==> src/rtl/spi_register_subunit.sv <==
// SPI register-file peripheral: command, address, then auto-incrementing data bytes, SPI inputs oversampled in clk.
// Optional feature macro SPI_SUBUNIT_ID_EN: address 0 reads DEVICE_ID and ignores SPI writes.
module spi_register_subunit #(
  parameter int unsigned ADDR_WIDTH = 4,
  parameter logic [7:0]  CMD_WRITE  = 8'h0A,
  parameter logic [7:0]  CMD_READ   = 8'h0B,
  parameter logic [7:0]  DEVICE_ID  = 8'hAD
) (
  input  logic                  clk,
  input  logic                  rst,
  input  logic                  SPI_SCLK,
  input  logic                  SPI_MOSI,
  input  logic                  SPI_CS,
  output logic                  SPI_MISO,
  input  logic [ADDR_WIDTH-1:0] reg_addr,
  output logic [7:0]            reg_rdata,
  output logic                  wr_strobe,
  output logic [ADDR_WIDTH-1:0] wr_addr,
  output logic [7:0]            wr_data,
  output logic                  busy,
  output logic                  xfer_done
);

  localparam int unsigned NREGS = 2 ** ADDR_WIDTH;
  localparam logic [ADDR_WIDTH-1:0] PTR_ONE = {{(ADDR_WIDTH-1){1'b0}}, 1'b1};
`ifdef SPI_SUBUNIT_ID_EN
  localparam bit ID_EN = 1'b1;
`else
  localparam bit ID_EN = 1'b0;
`endif

  typedef enum logic [2:0] {ST_IDLE, ST_CMD, ST_ADDR, ST_WDATA, ST_RDATA, ST_IGNORE} state_t;

  state_t                  state_r;
  logic [2:0]              sclk_sync_r;
  logic [2:0]              cs_sync_r;
  logic [1:0]              mosi_sync_r;
  logic [2:0]              bit_cnt_r;
  logic [7:0]              rx_r;
  logic [7:0]              tx_r;
  logic                    write_r;
  logic [ADDR_WIDTH-1:0]   ptr_r;
  logic [7:0]              regs_r [NREGS];
  logic                    miso_r;
  logic [7:0]              reg_rdata_r;
  logic                    wr_strobe_r;
  logic [ADDR_WIDTH-1:0]   wr_addr_r;
  logic [7:0]              wr_data_r;
  logic                    busy_r;
  logic                    xfer_done_r;

  logic                    sclk_rise_s;
  logic                    sclk_fall_s;
  logic                    cs_rise_s;
  logic                    cs_fall_s;
  logic                    byte_done_s;
  logic [7:0]              rx_next_s;

  // Register-file view with the optional fixed ID at address 0.
  function automatic logic [7:0] read_reg(input logic [ADDR_WIDTH-1:0] a);
    if (ID_EN && (a == '0)) begin
      return DEVICE_ID;
    end else begin
      return regs_r[a];
    end
  endfunction

  // Edge detects on the synchronized pins and the byte-complete condition.
  always_comb begin
    sclk_rise_s = sclk_sync_r[1] & ~sclk_sync_r[2];
    sclk_fall_s = ~sclk_sync_r[1] & sclk_sync_r[2];
    cs_rise_s   = cs_sync_r[1] & ~cs_sync_r[2];
    cs_fall_s   = ~cs_sync_r[1] & cs_sync_r[2];
    rx_next_s   = {rx_r[6:0], mosi_sync_r[1]};
    byte_done_s = sclk_rise_s && (bit_cnt_r == 3'd7);
  end

  // Input synchronizers; CS resets to deselected.
  always_ff @(posedge clk or negedge rst) begin
    if (!rst) begin
      sclk_sync_r <= 3'b000;
      cs_sync_r   <= 3'b111;
      mosi_sync_r <= 2'b00;
    end else begin
      sclk_sync_r <= {sclk_sync_r[1:0], SPI_SCLK};
      cs_sync_r   <= {cs_sync_r[1:0], SPI_CS};
      mosi_sync_r <= {mosi_sync_r[0], SPI_MOSI};
    end
  end

  // Protocol FSM, bit engine, register file and write-commit outputs.
  always_ff @(posedge clk or negedge rst) begin
    if (!rst) begin
      state_r     <= ST_IDLE;
      bit_cnt_r   <= 3'd0;
      rx_r        <= 8'h00;
      tx_r        <= 8'h00;
      write_r     <= 1'b0;
      ptr_r       <= '0;
      miso_r      <= 1'b0;
      reg_rdata_r <= 8'h00;
      wr_strobe_r <= 1'b0;
      wr_addr_r   <= '0;
      wr_data_r   <= 8'h00;
      busy_r      <= 1'b0;
      xfer_done_r <= 1'b0;
      for (int i = 0; i < NREGS; i++) begin
        regs_r[i] <= 8'h00;
      end
    end else begin
      wr_strobe_r <= 1'b0;
      xfer_done_r <= 1'b0;
      busy_r      <= ~cs_sync_r[1];
      reg_rdata_r <= read_reg(reg_addr);
      if ((state_r != ST_IDLE) && cs_rise_s) begin
        // Deselect aborts whatever partial byte is in flight.
        state_r     <= ST_IDLE;
        xfer_done_r <= 1'b1;
        miso_r      <= 1'b0;
      end else begin
        case (state_r)
          ST_IDLE: begin
            if (cs_fall_s) begin
              state_r   <= ST_CMD;
              bit_cnt_r <= 3'd0;
              rx_r      <= 8'h00;
              tx_r      <= 8'h00;
              miso_r    <= 1'b0;
            end
          end
          default: begin
            if (sclk_rise_s) begin
              rx_r      <= rx_next_s;
              bit_cnt_r <= bit_cnt_r + 3'd1;
              if (byte_done_s) begin
                case (state_r)
                  ST_CMD: begin
                    if (rx_next_s == CMD_WRITE) begin
                      state_r <= ST_ADDR;
                      write_r <= 1'b1;
                    end else if (rx_next_s == CMD_READ) begin
                      state_r <= ST_ADDR;
                      write_r <= 1'b0;
                    end else begin
                      state_r <= ST_IGNORE;
                    end
                  end
                  ST_ADDR: begin
                    if (write_r) begin
                      state_r <= ST_WDATA;
                      ptr_r   <= rx_next_s[ADDR_WIDTH-1:0];
                    end else begin
                      state_r <= ST_RDATA;
                      tx_r    <= read_reg(rx_next_s[ADDR_WIDTH-1:0]);
                      ptr_r   <= rx_next_s[ADDR_WIDTH-1:0] + PTR_ONE;
                    end
                  end
                  ST_WDATA: begin
                    if (!(ID_EN && (ptr_r == '0))) begin
                      regs_r[ptr_r] <= rx_next_s;
                      wr_strobe_r   <= 1'b1;
                      wr_addr_r     <= ptr_r;
                      wr_data_r     <= rx_next_s;
                    end
                    ptr_r <= ptr_r + PTR_ONE;
                  end
                  ST_RDATA: begin
                    tx_r  <= read_reg(ptr_r);
                    ptr_r <= ptr_r + PTR_ONE;
                  end
                  default: begin
                    state_r <= ST_IGNORE;
                  end
                endcase
              end
            end else if (sclk_fall_s) begin
              miso_r <= (state_r == ST_IGNORE) ? 1'b0 : tx_r[7];
              tx_r   <= {tx_r[6:0], 1'b0};
            end
          end
        endcase
      end
    end
  end

  assign SPI_MISO  = miso_r;
  assign reg_rdata = reg_rdata_r;
  assign wr_strobe = wr_strobe_r;
  assign wr_addr   = wr_addr_r;
  assign wr_data   = wr_data_r;
  assign busy      = busy_r;
  assign xfer_done = xfer_done_r;

endmodule
==> config.mk <==
export PLATFORM = sky130hd
export DESIGN_NAME = spi_register_subunit
export DESIGN_NICKNAME = d
export VERILOG_FILES = /design/src/rtl/spi_register_subunit.sv
export SDC_FILE = /design/constraint.sdc
export NUM_CORES = 1
export LEC_CHECK = 0
export ABC_AREA = 1
export CAP_MARGIN = 15
export CELL_PAD_IN_SITES_DETAIL_PLACEMENT = 1
export CELL_PAD_IN_SITES_GLOBAL_PLACEMENT = 1
export CORE_MARGIN = 4
export CORE_UTILIZATION = 46
export DETAILED_ROUTE_END_ITERATION = 8
export PLACE_DENSITY_LB_ADDON = 0.1
export SYNTH_ARGS = -nofsm -noshare
export SYNTH_HDL_FRONTEND = slang
export SYNTH_SLANG_ARGS = --single-unit
==> constraint.sdc <==
create_clock -name clk -period 2.8 [get_ports clk]
set_input_delay 0.56 -clock clk [delete_from_list [all_inputs] [get_ports clk]]
set_output_delay 0.56 -clock clk [all_outputs]
set_load 0.1 [all_outputs]
==> results of run 1 <==
cell type report:
type	count	area (µm²)
clock inverter	15	173
timing repair buffer	82	744
sequential	186	4660
inverter	145	552
fill	3082	11700
tap	324	405
clock buffer	17	425
multi-input combinational	1137	5560
per-stage QoR:
stage	std cells	hold WS (ns)	total power, µW	utilization [%]
after floorplan	1572	0.264	3920	-
after global placement	1874	0.332	4490	49.1
after detailed placement	1874	0.337	4530	49.1
after CTS	1906	0.116	7070	51.6
after global routing	1906	0.127	7350	51.6
final	1906	0.102	7040	51.6
registers in the layout, summed over array words and instances (netlist names), 4 cells and up:
signal / flops
regs_r: 128
reg_rdata: 8
tx_r: 8
wr_data: 8
rx_r: 7
ptr_r: 4
wr_addr: 4
power breakdown:
| group | total (µW) | switching, µW | internal (µW) |
|---|---|---|---|
| registers | 2880 | 76.3 | 2810 |
| logic | 1620 | 1210 | 418 |
| clock network | 2540 | 1260 | 1280 |
layer usage:
metal,GRT usage [%],up-vias,wire [µm]
met5,0,-,0
met4,12.2,0,1470
met3,4.14,80,2620
met2,49.4,367,18900
met1,44.4,5442,18500
li1,-,5130,-
worst max-delay path: cells and delay by family, from the launching register on:
family	cells	cell delay, ns
and+or+nand+nor	7	1.09
DFF	1	0.40
adders and majority gates	1	0.27
buffers and inverters	2	0.19
AOI/OAI and AO/OA	1	0.07
logic make-up (layout without fill, tap and decap cells):
kind of cell / after synthesis / count (layout) / share of synthesized area, %
buffers and inverters: 249 / 259 / 9.50
adder cells (fa/ha/maj): 10 / 10 / 1.11
AO/OA/AOI/OAI: 396 / 396 / 20.4
AND/OR/NAND/NOR: 728 / 728 / 27.5
XOR/XNOR: 3 / 3 / 0.233
flip-flops: 186 / 186 / 41.3
worst paths after layout:
path	from	end	slack (ns)	cells after the start
setup reg to reg	sclk_sync_r[2]	regs_r[17]	0.65	11
min in group clk	sclk_sync_r[0]	sclk_sync_r[1]	0.36	0
hold / removal	rst	regs_r[101]	0.10	1
hold reg to reg	sclk_sync_r[0]	sclk_sync_r[1]	0.36	0
max in group asynchronous	rst	regs_r[25]	1.95	2
setup / recovery	sclk_sync_r[2]	regs_r[17]	0.65	11
synthesized netlist by cell type:
library cell and number:
nand2_1 480, dfrtp_1 183, nand3_1 140, inv_1 138, o21ai_0 138, a21oi_1 112
nor2_1 82, clkbuf_1 54, o21ai_2 50, o21ai_1 46, buf_2 32, o211ai_1 22
nand2_4 13, o221ai_1 13, buf_6 12, ha_1 10, o22ai_1 8, buf_1 6
nor2_8 4, a21boi_0 3, clkinv_1 3, dfstp_2 3, a31oi_1 2, inv_2 2
nand2_2 2, nand4_1 2, xor2_1 2, a32o_1 1, inv_4 1, inv_6 1
nand3_2 1, nor2_2 1, nor2_4 1, nor4_1 1, o311ai_0 1, or2_2 1
xnor2_1 1
placed cells by master, fill, tap and decap left out, drive strengths merged:
cell,n
inv,152
nand3,141
ha,10
clkdlybuf4s50,5
clkinvlp,1
o221ai,13
a31oi,2
o21ai,234
o22ai,8
bufinv,1
a21boi,3
buf,76
xnor2,1
or2,1
o211ai,22
o311ai,1
clkbuf,18
xor2,2
a21oi,112
dfrtp,183
nand4,2
nor2,88
clkinv,6
nand2,495
nor4,1
dfstp,3
a32o,1
==> flow_summary.ini, run 1 <==
[floorplan]
initial_core_util_pct = 46.5
dieHeight_um = 165
core_um2 = 24200
rows = 57
die_x_um = 165
ios = 33
die-area_um2 = 27100

[min_path]
hold_path_class = in2async

[place]
dpl.hpwl_um = 28000
gp_congestion = 0.894
dp_slack_ns = 0.629
place_area_um2 = 11900
port_buffers = 32

[cells_and_area]
stdcell_area_um2 = 12500
fin_nets = 1588
drive_above_1_share_pct = 12.2
syn_to_final_growth_pct = 10.9
antenna_cells = 0

[global_route]
grt_pass1_wl_um = 65500
track_usage_pct = 31.5
grt_pass1_vias = 11200
grt_overflow = 0
antenna_found_initial = 0
grt_max_degree = 90

[detailed_routing]
drc = 0
wl_per_cell_um = 21.8
routed-via-count = 11000
dr.pass1.iters = 5
wirelength_um = 41500
postRouteAntennaNets = 0
drtIter0Drc = 887
viasPerCell = 5.78

[clocking]
cts.htree.levels = 4
cts_hold_buf = 0
cts_resized = 0
cts_buffer_depth = 2
clockRootBuffer = clkbuf_16
cts_tree = done
numCtsBuffers = 17
clkSinkCount = 186
cts_setup_buffers = 0
path_clk_slew_ns = 0.08
clkLatencyLatePin_ns = 0.45

[sta]
tightest_slew_ns = 0.725
slew_headroom_pct = 51.4
rsz0062_at_grt = false
drv_slew = 0
setup_violations = 0
finalHoldViolCount = 0
post-route-period-util_pct = 76.9
layout_setup_ws_ns = 0.647
finClkSkew_ns = 0.0152
fmax_mhz = 464
period_minus_slack_ns = 2.15
final.setup.tns_ns = 0

[power]
p_leak_uw = 0.00582
peakVddDrop_mv = 0.291
power_density_nw_per_um2 = 563

[job]
maxCapViolations = 0

[worst_setup_path]
required_ns = 3.13
cp_cell_sequence = inv_1 > ha_1 > nand2_1 > nor2_2 > nand2_4 > nor2_8 > inv_6 > nor2_8 > nand2_4 > nand2_1 > o21ai_2
start_kind = register
slowest_stage = dfrtp_1
arrival_ns = 2.48
end_kind = register
critPathMaxFanout = 27
worstSetupPathType = reg2reg
cp_slowest_stage_delay_ns = 0.40

[synth]
netlist_area_um2 = 11300
synthTopCellsByArea = dfrtp_1, nand2_1, nand3_1
synthesis.yosys.warnings = 0
synthCells = 1572
ys_seq_elements = 186
synth_top_area_cell = dfrtp_1
netlist.area_leader.share_pct = 40.6
yosysUniqueCellTypes = 37
yosysSeqAreaShare_pct = 41.3
syn_avg_cell_area_um2 = 7.18
syn-num-nets = 1591

[outcome]
status = completed
(Power assumes the default switching activity.)
==> run 2: changes to the inputs <==
==> constraint.sdc (replaced) <==
create_clock -name clk -period 2.2 [get_ports clk]
set_input_delay 0.44 -clock clk [delete_from_list [all_inputs] [get_ports clk]]
set_output_delay 0.44 -clock clk [all_outputs]
set_load 0.1 [all_outputs]
==> run 2 against run 1 <==
First-iteration DRC count grew 3.6%; critical endpoint is now regs_r[45]; via count grew 0.64%; critical path depth is the same; wire length shrank 1.9%; largest cell class unchanged; register-to-register slack lost 0.45 ns; count of clock-buffer cells in the layout grew 1.
==> flow_summary.ini, run 2 (synthesized netlist as in run 1, its figures left out) <==
[outcome]
status = completed

[worst_setup_path]
worstSetupPathType = reg2reg
critPathMaxFanout = 16
path_buf_inv = 1
cp_slowest_stage_delay_ns = 0.37
crit_family = simple AND/OR/NAND/NOR gates
slowest_stage = dfrtp_1
required_ns = 2.52
arrival_ns = 2.33
start_kind = register
end_kind = register
cp_cell_sequence = ha_1 > ha_1 > nand2_1 > nor2_2 > nand2_4 > nor2_8 > inv_6 > nor2_8 > nand2_4 > nand2_1 > o21ai_1

[place]
gp_congestion = 0.920
dpl.hpwl_um = 28400
port_buffers = 32

[clocking]
numCtsBuffers = 17
clockRootBuffer = clkbuf_16
clkLatencyLatePin_ns = 0.46
cts.htree.levels = 4
path_clk_slew_ns = 0.08
cts_tree = done
cts_buffer_depth = 2
cts_setup_buffers = 0
clkSinkCount = 186

[min_path]
hold_path_class = reg2reg

[global_route]
antenna_found_initial = 0
grt_max_degree = 53
grt_pass1_vias = 11200
grt_pass1_wl_um = 64600
grt_overflow = 0
track_usage_pct = 31.1

[cells_and_area]
fin_nets = 1604
antenna_cells = 0
final_util_pct = 52.4
mostFrequentLayoutCells = nand2_1, dfrtp_1, nand3_1
final_common_cell = nand2_1
largest_register_ffs = 128
regMostFlops = regs_r
drive_above_1_share_pct = 13.0
syn_to_final_growth_pct = 12.6

[sta]
slew_headroom_pct = 61.2
drv_slew = 0
finClkSkew_ns = 0.0151
rsz0062_at_grt = false
tightest_slew_ns = 0.579
post-route-period-util_pct = 91.3
fmax_mhz = 498
final.setup.tns_ns = 0
period_minus_slack_ns = 2.01
finalHoldViolCount = 0
setup_violations = 0

[detailed_routing]
routed-via-count = 11100
postRouteAntennaNets = 0
drtIter0Drc = 919
dr.pass1.iters = 5
wirelength_um = 40700
wl_per_cell_um = 21.2
viasPerCell = 5.77
drc = 0

[power]
peakVddDrop_mv = 0.405
design_power_total_uw = 8950
p_leak_uw = 0.00592
power_density_nw_per_um2 = 704

[job]
maxCapViolations = 0

[floorplan]
initial_core_util_pct = 46.5
ios = 33
die-area_um2 = 27100
rows = 57
dieHeight_um = 165
core_um2 = 24200
die_x_um = 165
run 2: cell count changes in the layout (fill, tap and decap cells not counted), sizes merged:
cell	previous run	this run
clkinv	6	9
inv	152	150
buf	76	91
clkbuf	18	19
bufinv	1	0
clkinvlp	1	0
dlygate4sd3	0	1
run 2: worst paths after layout:
check                      slack (ns)      startpoint             end  cells past startpoint
max in group asynchronous        1.06             rst      regs_r[16]                      3
setup reg to reg                 0.19    bit_cnt_r[0]      regs_r[45]                     11
setup / recovery                 0.19    bit_cnt_r[0]      regs_r[45]                     11
hold reg to reg                  0.35  mosi_sync_r[0]  mosi_sync_r[1]                      0
min in group asynchronous        0.48             rst     regs_r[109]                      2
hold / removal                   0.35  mosi_sync_r[0]  mosi_sync_r[1]                      0
run 2: metal layers:
layer	up-vias	global-route usage [%]	part of all wire [%]
met5	-	0	0
met4	0	11.2	3.5
met3	83	3.82	5.9
met2	370	50.3	46
met1	5475	43.0	44
li1	5162	-	-
run 2: worst reg2reg max path: cells and delay by family (launching register included):
kind                     cells  cell delay [ns]
AND/OR/NAND/NOR              7             1.02
flip-flops                   1             0.37
adder cells (fa/ha/maj)      2             0.33
buffers and inverters        1             0.09
AO/OA/AOI/OAI                1             0.07
run 2: repair_timing:
item,in CTS,in global routing
endpoints found under the hold margin,37,0
hold buffers,1,0
gates resized for setup,0,0
run 2: metrics by stage:
stage | hold slack (ns) | cells | worst slack (ns) | area, µm²
5_1_grt | 0.368 | 1922 | 0.0187 | 12700
6_report | 0.353 | 1922 | 0.192 | 12700
2_1_floorplan | 0.144 | 1572 | 0.0507 | 11300
3_5_place_dp | 0.339 | 1889 | 0.189 | 12100
4_1_cts | 0.356 | 1922 | 0.175 | 12700
3_3_place_gp | 0.334 | 1889 | 0.259 | 12100
run 2: area by class of cell:
| cell class | instances | area [µm²] |
|---|---|---|
| clock buffer | 18 | 429 |
| clock inverter | 14 | 155 |
| fill | 3056 | 11500 |
| inverter | 145 | 552 |
| multi-input combinational | 1137 | 5560 |
| sequential | 186 | 4660 |
| tap | 324 | 405 |
| timing repair buffer | 98 | 955 |
run 2: power by group:
group          switching [µW]  internal (µW)
sequential               92.5           3570
clock                    1630           1530
combinational            1540            590
